## src/rtl/cgp_fitness_sequencer_pkg.sv

```systemverilog
// Shared types and defaults for the CGP fitness evaluator.
// Holds the FSM state encoding, default sizing and the settle-counter width helper.
package cgp_eval_pkg;

  typedef enum logic [1:0] {
    IDLE   = 2'd0,
    SETTLE = 2'd1,
    SAMPLE = 2'd2,
    DONE   = 2'd3
  } state_t;

  localparam int DEF_N_IN          = 4;
  localparam int DEF_SETTLE_CYCLES = 2;

  // 4-input parity truth table, handy as a known-good target
  localparam logic [15:0] PARITY4_TT = 16'h6996;

  // settle_cnt only counts 0..settle_cycles-1, but keep at least one bit
  function automatic int settle_cnt_w(input int settle_cycles);
    return (settle_cycles <= 2) ? 1 : $clog2(settle_cycles);
  endfunction

endpackage

```

## src/rtl/cgp_fitness_sequencer_if.sv

```systemverilog
// Evaluator <-> controller/candidate bundle: start/done handshake, target table, candidate pins, results.
// master = evolution controller plus candidate circuit; slave = the fitness sequencer.
interface cgp_fitness_sequencer_if import cgp_eval_pkg::*; #(
  parameter int N_IN = DEF_N_IN
);
  logic                   start;
  logic [(1<<N_IN)-1:0]   target_tt;
  logic [N_IN-1:0]        cand_in;
  logic                   cand_out;
  logic                   busy;
  logic                   done;
  logic [N_IN:0]          match_count;
  logic [N_IN:0]          fitness;
  logic                   perfect;

  modport master (
    output start, target_tt, cand_out,
    input  cand_in, busy, done, match_count, fitness, perfect
  );

  modport slave (
    input  start, target_tt, cand_out,
    output cand_in, busy, done, match_count, fitness, perfect
  );
endinterface

```

## src/rtl/cgp_fitness_sequencer_score.sv

```systemverilog
// Combinational score mapping: mismatches -> match_count, fitness, perfect.
// A half score carries no information (random guess), so its fitness is forced to zero.
module cgp_fitness_score import cgp_eval_pkg::*; #(
  parameter int N_IN = DEF_N_IN
) (
  input  logic [N_IN:0] mismatches_i,
  output logic [N_IN:0] match_count_o,
  output logic [N_IN:0] fitness_o,
  output logic          perfect_o
);
  localparam logic [N_IN:0] FULL = (N_IN+1)'(1) << N_IN;
  localparam logic [N_IN:0] HALF = FULL >> 1;

  assign match_count_o = FULL - mismatches_i;
  assign fitness_o     = (match_count_o == HALF) ? '0 : match_count_o;
  assign perfect_o     = (match_count_o == FULL);
endmodule

```

## src/rtl/cgp_fitness_sequencer.sv

```systemverilog
// Sweeps all 2^N_IN patterns into a candidate, holds each SETTLE_CYCLES before sampling against a latched table.
// done pulses 2^N_IN*(SETTLE_CYCLES+1) cycles after start; start outside IDLE is dropped, not queued.
module cgp_fitness_sequencer import cgp_eval_pkg::*; #(
  parameter int N_IN          = DEF_N_IN,
  parameter int SETTLE_CYCLES = DEF_SETTLE_CYCLES
) (
  input  logic                    clk,
  input  logic                    rst_n,
  cgp_fitness_sequencer_if.slave  eval_if
);
  localparam int                NPAT     = 1 << N_IN;
  localparam int                CNT_W    = settle_cnt_w(SETTLE_CYCLES);
  localparam logic [N_IN-1:0]   IDX_LAST = N_IN'(NPAT - 1);
  localparam logic [CNT_W-1:0]  CNT_LAST = CNT_W'(SETTLE_CYCLES - 1);

  state_t            state_q;
  logic [NPAT-1:0]   target_q;
  logic [N_IN-1:0]   idx_q;
  logic [CNT_W-1:0]  settle_cnt_q;
  logic [N_IN:0]     mism_q, mism_d;
  logic              busy_q, done_q, perfect_q;
  logic [N_IN:0]     match_q, fitness_q;
  logic [N_IN:0]     match_d, fitness_d;
  logic              perfect_d;
  logic              miss;

  // Case inequality so an undriven or X candidate output scores as a miss
  assign miss   = (eval_if.cand_out !== target_q[idx_q]);
  assign mism_d = mism_q + (N_IN+1)'(miss);

  // Fed from the post-sample count so results land together with done
  cgp_fitness_score #(.N_IN(N_IN)) u_score (
    .mismatches_i  (mism_d),
    .match_count_o (match_d),
    .fitness_o     (fitness_d),
    .perfect_o     (perfect_d)
  );

  always_ff @(posedge clk or negedge rst_n) begin
    if (!rst_n) begin
      state_q      <= IDLE;
      target_q     <= '0;
      idx_q        <= '0;
      settle_cnt_q <= '0;
      mism_q       <= '0;
      busy_q       <= 1'b0;
      done_q       <= 1'b0;
      match_q      <= '0;
      fitness_q    <= '0;
      perfect_q    <= 1'b0;
    end else begin
      done_q <= 1'b0;
      case (state_q)
        IDLE: begin
          if (eval_if.start) begin
            target_q     <= eval_if.target_tt;
            idx_q        <= '0;
            settle_cnt_q <= '0;
            mism_q       <= '0;
            busy_q       <= 1'b1;
            match_q      <= '0;
            fitness_q    <= '0;
            perfect_q    <= 1'b0;
            state_q      <= SETTLE;
          end
        end
        SETTLE: begin
          settle_cnt_q <= settle_cnt_q + CNT_W'(1);
          if (settle_cnt_q == CNT_LAST) state_q <= SAMPLE;
        end
        SAMPLE: begin
          mism_q <= mism_d;
          if (idx_q == IDX_LAST) begin
            match_q   <= match_d;
            fitness_q <= fitness_d;
            perfect_q <= perfect_d;
            done_q    <= 1'b1;
            state_q   <= DONE;
          end else begin
            idx_q        <= idx_q + N_IN'(1);
            settle_cnt_q <= '0;
            state_q      <= SETTLE;
          end
        end
        DONE: begin
          busy_q  <= 1'b0;
          state_q <= IDLE;
        end
        default: state_q <= IDLE;
      endcase
    end
  end

  // idx_q is the pattern register; it only moves on start and SAMPLE->SETTLE
  assign eval_if.cand_in     = idx_q;
  assign eval_if.busy        = busy_q;
  assign eval_if.done        = done_q;
  assign eval_if.match_count = match_q;
  assign eval_if.fitness     = fitness_q;
  assign eval_if.perfect     = perfect_q;
endmodule

```

## src/flat_wrapper.sv

```systemverilog
// flat-port wrapper written by rule: the top's interface ports become plain ports
module cgp_fitness_sequencer_flat import cgp_eval_pkg::*;
#(
  parameter int N_IN          = DEF_N_IN,
  parameter int SETTLE_CYCLES = DEF_SETTLE_CYCLES
)
  (clk, rst_n, eval_if_start, eval_if_target_tt, eval_if_cand_out, eval_if_cand_in, eval_if_busy, eval_if_done, eval_if_match_count, eval_if_fitness, eval_if_perfect);
  cgp_fitness_sequencer_if #(.N_IN(N_IN)) eval_if_i ();
  input  logic clk;
  input  logic rst_n;
  input wire logic [$bits(eval_if_i.start)-1:0] eval_if_start;
  input wire logic [$bits(eval_if_i.target_tt)-1:0] eval_if_target_tt;
  input wire logic [$bits(eval_if_i.cand_out)-1:0] eval_if_cand_out;
  output wire logic [$bits(eval_if_i.cand_in)-1:0] eval_if_cand_in;
  output wire logic [$bits(eval_if_i.busy)-1:0] eval_if_busy;
  output wire logic [$bits(eval_if_i.done)-1:0] eval_if_done;
  output wire logic [$bits(eval_if_i.match_count)-1:0] eval_if_match_count;
  output wire logic [$bits(eval_if_i.fitness)-1:0] eval_if_fitness;
  output wire logic [$bits(eval_if_i.perfect)-1:0] eval_if_perfect;
  assign eval_if_i.start = eval_if_start;
  assign eval_if_i.target_tt = eval_if_target_tt;
  assign eval_if_i.cand_out = eval_if_cand_out;
  assign eval_if_cand_in = eval_if_i.cand_in;
  assign eval_if_busy = eval_if_i.busy;
  assign eval_if_done = eval_if_i.done;
  assign eval_if_match_count = eval_if_i.match_count;
  assign eval_if_fitness = eval_if_i.fitness;
  assign eval_if_perfect = eval_if_i.perfect;
  cgp_fitness_sequencer #(.N_IN(N_IN), .SETTLE_CYCLES(SETTLE_CYCLES)) u_core (.clk(clk), .rst_n(rst_n), .eval_if(eval_if_i));
endmodule
```

## config.mk

```make
export PLATFORM = sky130hd
export DESIGN_NAME = cgp_fitness_sequencer_flat
export DESIGN_NICKNAME = d
export VERILOG_FILES = /design/src/rtl/cgp_fitness_sequencer_pkg.sv /design/src/rtl/cgp_fitness_sequencer_if.sv /design/src/rtl/cgp_fitness_sequencer_score.sv /design/src/rtl/cgp_fitness_sequencer.sv /design/src/flat_wrapper.sv
export SDC_FILE = /design/constraint.sdc
export NUM_CORES = 1
export LEC_CHECK = 0
export ABC_AREA = 1
export BUFFER_PORTS_ARGS = -buffer_cell sky130_fd_sc_hd__buf_2
export CORE_ASPECT_RATIO = 2
export CORE_UTILIZATION = 45
export DETAILED_ROUTE_END_ITERATION = 10
export PLACE_DENSITY = 0.67
export SETUP_SLACK_MARGIN = 0.3
export SYNTH_ARGS = -nofsm -noshare
export SYNTH_HDL_FRONTEND = slang
export SYNTH_SLANG_ARGS = --single-unit
```

## constraint.sdc

```tcl
create_clock -name clk -period 3.19 [get_ports clk]
set_input_delay 0.638 -clock clk [delete_from_list [all_inputs] [get_ports clk]]
set_output_delay 0.638 -clock clk [all_outputs]
set_load 0.01 [all_outputs]
```

# Yosys cells after proc, flatten, opt, wreduce, memory -nomap -nowiden
# Index checks and enable logic that the tools add are counted.
[op_classes] addsub=4 magnitude_cmp=1 eq_ne=11 n_mux=25 reduce_logical=11
[op_table] operator="one-hot mux 5 bit (2 select lines)" n=3
[op_table] operator="two-way mux 5 bit" n=4
[op_table] operator="AND reduction 3 bit" n=3
[op_table] operator="two-way mux 4 bit" n=2
[op_table] operator="one-hot mux 2 bit (4 select lines)" n=1
[op_table] operator="one-hot mux 4 bit (2 select lines)" n=1
[op_table] operator="AND reduction 2 bit" n=4
[op_table] operator="two-way mux 1 bit" n=7
[op_table] operator="two-way mux 2 bit" n=3
[op_table] operator="adder 5 x 1 -> 5 bit" n=1
[op_table] operator="equality test 5 x 4 -> 1 bit, second input constant" n=1
[op_table] operator="equality test 5 bit, second input constant" n=1
[op_table] operator="less-than comparator 4 x 5 -> 1 bit, second input constant" n=1
[op_table] operator="subtractor 5 bit, first input constant" n=1
[op_table] operator="adder 4 x 1 -> 4 bit, second input constant" n=1
[op_table] operator="binary-select mux 1 bit (select 4 bit)" n=1
[op_table] operator="equality test 2 bit, second input constant" n=2
[op_table] operator="equality test 4 bit, second input constant" n=1
[op_table] operator="!= test 2 x 1 -> 1 bit, second input constant" n=2
[op_table] operator="!= test 2 bit, second input constant" n=2
[op_table] operator="one-hot mux 1 bit (2 select lines)" n=2
[op_table] operator="nonzero test 2 bit" n=2
[op_table] operator="one-hot mux 1 bit (3 select lines)" n=1
[op_table] operator="nonzero test 3 bit" n=1
[op_table] operator="other kinds (4)" n=4
[word_totals] regBits=41 in_bits=20 output_inout_bits=17 elab_cells=62

# Depth between registers and ports, before layout
[logic_depth] depth_word=9 depth_mapped=22 mapped_depth_nobuf=21

# Hierarchy
# From an unflattened synthesis, not the netlist that was laid out.
[unflattened] hier_cells=256 hier_area_um2=2128.3
[by_module_without_submodules] module="cgp_fitness_sequencer" n_inst=1 cells_per_inst=223 area_per_inst_um2=1945.6 seq_area_each_um2=1026.0
[by_module_without_submodules] module="cgp_fitness_score" n_inst=1 cells_per_inst=33 area_per_inst_um2=182.7 seq_area_each_um2=0.0

# Least setup slack after synthesis
# No wires, ideal clock.
[synth_path] path_kind="reg2reg" startpoint="register u_core.idx_q[0], in the netlist u_core.eval_if.cand_in[0]" endpoint="register u_core.fitness_q[3], in the netlist u_core.eval_if.fitness[3]" setup_ns=0.116 t_arrival_ns=2.296 setup_slack_ns=0.778 path_stages_with_launch=20 n_path_buf=1 path_cell_list="dfrtp_1 > buf_2 > o21ai_0 > nand2_1 > nand3_1 > nand3_1 > nand3_1 > nand2_1 > ha_1 > ha_1 > inv_1 > ha_1 > nand2_1 > inv_1 > nand2_1 > nand2_1 > nand2_1 > nand2_1 > nand2_1 > nand2_1"
[synth_between] elab_chain_len=9 word_cells_on_any_way=12 cone_classes="add/sub (2); eq/ne (4); mux (5); reduce/logical (1)"
[synth_lines] item="start, declared" line_no="cgp_fitness_sequencer.sv:18" rtl="logic [N_IN-1:0] idx_q;"
[synth_lines] item="start signal, assigned" line_no="cgp_fitness_sequencer.sv:80" rtl="idx_q <= idx_q + N_IN'(1);"
[synth_lines] item="binary-select mux 1 bit (select 4 bit)" line_no="cgp_fitness_sequencer.sv:28" rtl="assign miss = (eval_if.cand_out !== target_q[idx_q]);"
[synth_lines] item="two-way mux 1 bit (implied by the code)" line_no="cgp_fitness_sequencer.sv:28"
[synth_lines] item="!== test 1 bit" line_no="cgp_fitness_sequencer.sv:28"
[synth_lines] item="adder 5 x 1 -> 5 bit" line_no="cgp_fitness_sequencer.sv:29" rtl="assign mism_d = mism_q + (N_IN+1)'(miss);"
[synth_lines] item="subtractor 5 bit" line_no="cgp_fitness_sequencer_score.sv:14" rtl="assign match_count_o = FULL - mismatches_i;"
[synth_lines] item="equality test 5 x 4 -> 1 bit" line_no="cgp_fitness_sequencer_score.sv:15" rtl="assign fitness_o = (match_count_o == HALF) ? '0 : match_count_o;"
[synth_lines] item="two-way mux 5 bit" line_no="cgp_fitness_sequencer_score.sv:15"
[synth_lines] item="two-way mux 5 bit" line_no="cgp_fitness_sequencer.sv:73" rtl="if (idx_q == IDX_LAST) begin"
[synth_lines] item="one-hot mux 5 bit (2 select lines)" line_no="cgp_fitness_sequencer.sv:53" rtl="case (state_q)"
[synth_lines] item="end signal, assigned" line_no="cgp_fitness_sequencer.sv:75" rtl="fitness_q <= fitness_d;"
[synth_lines] item="end, declared" line_no="cgp_fitness_sequencer.sv:22" rtl="logic [N_IN:0] match_q, fitness_q;"
# Several ways; a longest one is shown, not always the timed one. The select of a mux whose other input is x is not followed.
# A chain may end at the register's enable or synchronous reset.

# Worst setup path in the final report
[layout_path] startpoint="register u_core.idx_q[1], in the netlist u_core.eval_if.cand_in[1]" endpoint="register u_core.fitness_q[3], in the netlist u_core.eval_if.fitness[3]"
# The elaborated chain is that of the path after synthesis.

==> summary.md <==
The most numerous cell type found on the critical path is sky130_fd_sc_hd__nand2_1. At the pin with the least slew margin, the transition time is 0.883 ns. Share of post-route cells with drive strength above 1: 0.208. Derived from the worst setup path, the maximum achievable clock frequency is 0.393 GHz. In this run the vertical extent of the chip is 95.5 um.

The tools report the clock sink count as 40. The net switching share of the total power came out at 0.372. The setup check on the worst reg-to-reg path leaves a slack of 0.64 ns. Routability-driven placement finished with a final weighted congestion of 0.935. For the depth of the CTS H-tree, the log shows 2. The total via count in the routed design is 1660. Setup repair after global routing left no endpoint under its margin. The clock passes through at most 2 buffers.

The largest driver fanout on the critical path came out at 8. The tools report the filler cell count as 430. STA puts the critical path data required time at 3.39 ns.

The flow ran to the end, and the final reports show no timing, DRC or antenna violations. Adding up every negative setup slack in the final design gives 0 ns. The area occupied by multi-input gates was 796 um2; the area occupied by registers was 1000 um2. For the sequential area share after synthesis, the log shows 0.509. TritonCTS built the clock tree.

Summed over all nets, the switching power comes to 0.000769 W. The category of the worst setup path capture point was a register. The tools report the core area as 4130 um2. Yosys attributes the largest share of cell area to sky130_fd_sc_hd__dfrtp_1 (51%), sky130_fd_sc_hd__nand2_1 (17%), sky130_fd_sc_hd__o21ai_0 (5.9%).

For the final cell utilization of the core, the log shows 0.565. Clock root buffer: sky130_fd_sc_hd__clkbuf_8. The run gives 33 as the number of placement rows. Using the TritonRoute via totals, the vias-per-cell ratio works out to 4.94. The count of flip-flops with a built-in enable after synthesis is 0, and the number of antenna violations at the first check in global routing is 0. In this design, the stage delay of the slowest critical-path cell is 0.50 ns. The most used flip-flop cell after synthesis is sky130_fd_sc_hd__dfrtp_1.

The logs give 4180 um for the total wirelength of the detailed-routed design and 0.361 for the part of the total power dissipated in sequential elements. The synthesized design contains 40 register bits. Counting the buffers created by CTS gives 5. The die is 48.7 um wide.

Post-detailed-route DRC marker count: 0. The logs give 0.209 for the overall global routing resource usage and 4 for the length of the first detailed-routing pass in iterations. The part of the power in combinational logic is 0.363, and the total global routing overflow is 0. Counting instances in the post-synthesis netlist gives the leading cell types as sky130_fd_sc_hd__nand2_1 (88), sky130_fd_sc_hd__dfrtp_1 (40), sky130_fd_sc_hd__inv_1 (30), sky130_fd_sc_hd__o21ai_0 (23), sky130_fd_sc_hd__nand3_1 (21). After clock tree synthesis, the clock-pin slew on the worst setup and hold paths is 0.08 ns. In this run the cell area of the synthesized design comes to 1970 um2.

Depth of the most critical reg-to-reg path: 19. For the final database, setup skew stands at 0.0105 ns. For the arrival time of the worst setup path, the log shows 2.74 ns. For the number of antenna repair diodes, the log shows 0. Traced cell by cell, the critical path runs through inv_1 > nand3_1 > nand3_1 > nand3_1 > nand2_1 > nand2_1 > nand2_1 > ha_1 > ha_1 > inv_1 > ha_1 > nand2_1 > inv_1 > nand2_1 > nand2_1 > nand2_1 > nand2_1 > nand2_1 > nand2_1. The number of nets in the synthesized netlist is 270.

The run gives 41 as the pin count of the biggest net entering global routing. The largest total area in the synthesized netlist belongs to sky130_fd_sc_hd__dfrtp_1. The worst hold-check path type was in2async. The internal power of the cells totals 0.00130 W. The startpoint-to-endpoint class of the critical path is reg2reg. The placed instances occupy a cell area of 2170 um2. The first global-routing pass estimated 7230 um of wire. For the area of all placed cells without fillers, the log shows 2330 um2. Averaged over all synthesized cells, the footprint is 7.99 um2.

The worst slew margin relative to its limit is 0.412. VDD sags by at most 0.000608 V. The die covers 4650 um2. The startpoint type of the worst setup path is a register. The leakage power total was 1.29 nW; the post-layout minimum cycle time was 2.55 ns.

The capture point of the worst reg-to-reg path is u_core.eval_if.fitness[3]. Final-report hold violation count: 0. The post-detailed-route count of antenna-violating nets is 0, and the share of the cycle needed by the critical path after routing is 0.798.

The number of DRC violations after detailed-routing iteration 0 is 32, and the HPWL reported at the end of detailed placement is 3170 um. The tools report the count of yosys warnings during synthesis as 0. The slowest stage of the critical path is the sky130_fd_sc_hd__dfrtp_1 cell. The routed wirelength normalized by instance count is 12.4 um.

Input and output buffers added on the ports amount to 36. After clock tree synthesis, the flow added hold-fix buffers numbering 0. Synthesis handed over a netlist of 246 instances. The run gives 0 as the max-slew violation total from the final report. Pin placement for this block handled 37 I/O pins. Power spread over the standard cell area amounts to 886 nW/um2.

Setup violations remaining at the end of the flow were counted as 0. The fraction of synthesis flops using an asynchronous set or reset pin was 1.00; the clock insertion delay at the later pin of the skew report was 0.30 ns. The most repeated cell in the gate-level netlist after synthesis was sky130_fd_sc_hd__nand2_1. Initial cell density of the core: 0.476. Synthesis-to-finish area growth: 18.7%. Share of Yosys cell area claimed by the top area cell type: 0.509. The tools report the number of maximum-capacitance constraint violations as 0. The net count of the finished layout is 307. For the via count of the first global-routing pass, the log shows 1632. The count of distinct cell types in the synthesized netlist was 26. In this run the critical register-to-register path is launched from u_core.eval_if.cand_in[1]. For the fraction of power consumed by the clock network, the log shows 0.276.
critical path, delay by kind of cell, from the launching register on:
| family | cells | cell delay, ns |
|---|---|---|
| fa+ha+maj | 3 | 0.74 |
| buf+inv | 3 | 0.29 |
| flops | 1 | 0.50 |
| simple gates | 13 | 0.92 |
per-layer routing:
layer / track usage / share of wire
met5: 0 / 0
met4: 0.127 / 0.033
met3: 0.0335 / 0.024
met2: 0.384 / 0.55
met1: 0.220 / 0.39
kinds of logic after synthesis:
logic type                 Yosys count  share of synthesized area
buffers and inverters               41                     0.0859
adders and majority gates            4                     0.0255
DFF                                 40                      0.509
AOI/OAI and AO/OA                   34                     0.0929
and+or+nand+nor                    127                      0.286
state kept, by name, summed over array words and instances (netlist names):
signal,cells
u_core.target_q,16
u_core.eval_if.fitness,5
u_core.mism_q,5
u_core.eval_if.cand_in,4
u_core.eval_if.match_count,4
u_core.state_q,2
u_core.eval_if.busy,1
u_core.eval_if.done,1
u_core.eval_if.perfect,1
u_core.settle_cnt_q,1
power groups by stage:
stage / Sequential (W) / Combinational (W) / Clock, W
detailed placement: 0.000753 / 0.000754 / 0
CTS: 0.000744 / 0.000758 / 0.000579
global route: 0.000764 / 0.000892 / 0.000598
global placement: 0.000750 / 0.000745 / 0
finish: 0.000746 / 0.000751 / 0.000570
floorplan: 0.000739 / 0.000586 / 0
area by class of cell:
type,instances,share of cell area
tap,52,0.0279
clock inverter,3,0.0386
timing repair buffer,36,0.0772
multi-input combinational,165,0.341
clock buffer,5,0.0295
inverter,35,0.0563
sequential,40,0.429
cell usage in the layout (no fill, tap or decap), types with 4 or more instances in the layout:
cell	synthesis	layout
sky130_fd_sc_hd__buf_2	3	36
sky130_fd_sc_hd__clkbuf_8	0	5
sky130_fd_sc_hd__dfrtp_1	40	39
sky130_fd_sc_hd__ha_1	4	4
sky130_fd_sc_hd__inv_1	30	29
sky130_fd_sc_hd__inv_2	5	6
sky130_fd_sc_hd__nand2_1	88	88
sky130_fd_sc_hd__nand3_1	21	21
sky130_fd_sc_hd__nor2_1	6	6
sky130_fd_sc_hd__o21ai_0	23	23
timing repair:
action / CTS / global route
resized for setup: 0 / 2
endpoints found under the setup margin: 0 / 5
buffers inserted: 0 / 0
metrics by stage:
| stage | total power, W | setup WS (ns) | cells | hold WS (ns) |
|---|---|---|---|---|
| 2_1_floorplan | 0.00133 | 0.778 | 246 | 0.342 |
| 3_3_place_gp | 0.00150 | 0.533 | 328 | 0.458 |
| 3_5_place_dp | 0.00151 | 0.472 | 328 | 0.466 |
| 4_1_cts | 0.00208 | 0.488 | 336 | 0.485 |
| 5_1_grt | 0.00225 | 0.308 | 336 | 0.499 |
| 6_report | 0.00207 | 0.643 | 336 | 0.456 |
worst max path at each step:
stage | slack [ns] | start | cells after the start | endpoint
5_1_grt | 0.31 | u_core.eval_if.cand_in[1] | 18 | u_core.eval_if.fitness[3]
2_1_floorplan | 0.78 | u_core.eval_if.cand_in[0] | 19 | u_core.eval_if.fitness[3]
3_3_place_gp | 0.53 | u_core.eval_if.cand_in[0] | 19 | u_core.eval_if.fitness[1]
6_report | 0.64 | u_core.eval_if.cand_in[1] | 19 | u_core.eval_if.fitness[3]
3_5_place_dp | 0.47 | u_core.eval_if.cand_in[0] | 19 | u_core.eval_if.fitness[3]
4_1_cts | 0.49 | u_core.eval_if.cand_in[0] | 19 | u_core.eval_if.fitness[3]
No activity file was read; power rests on OpenSTA's default activity.
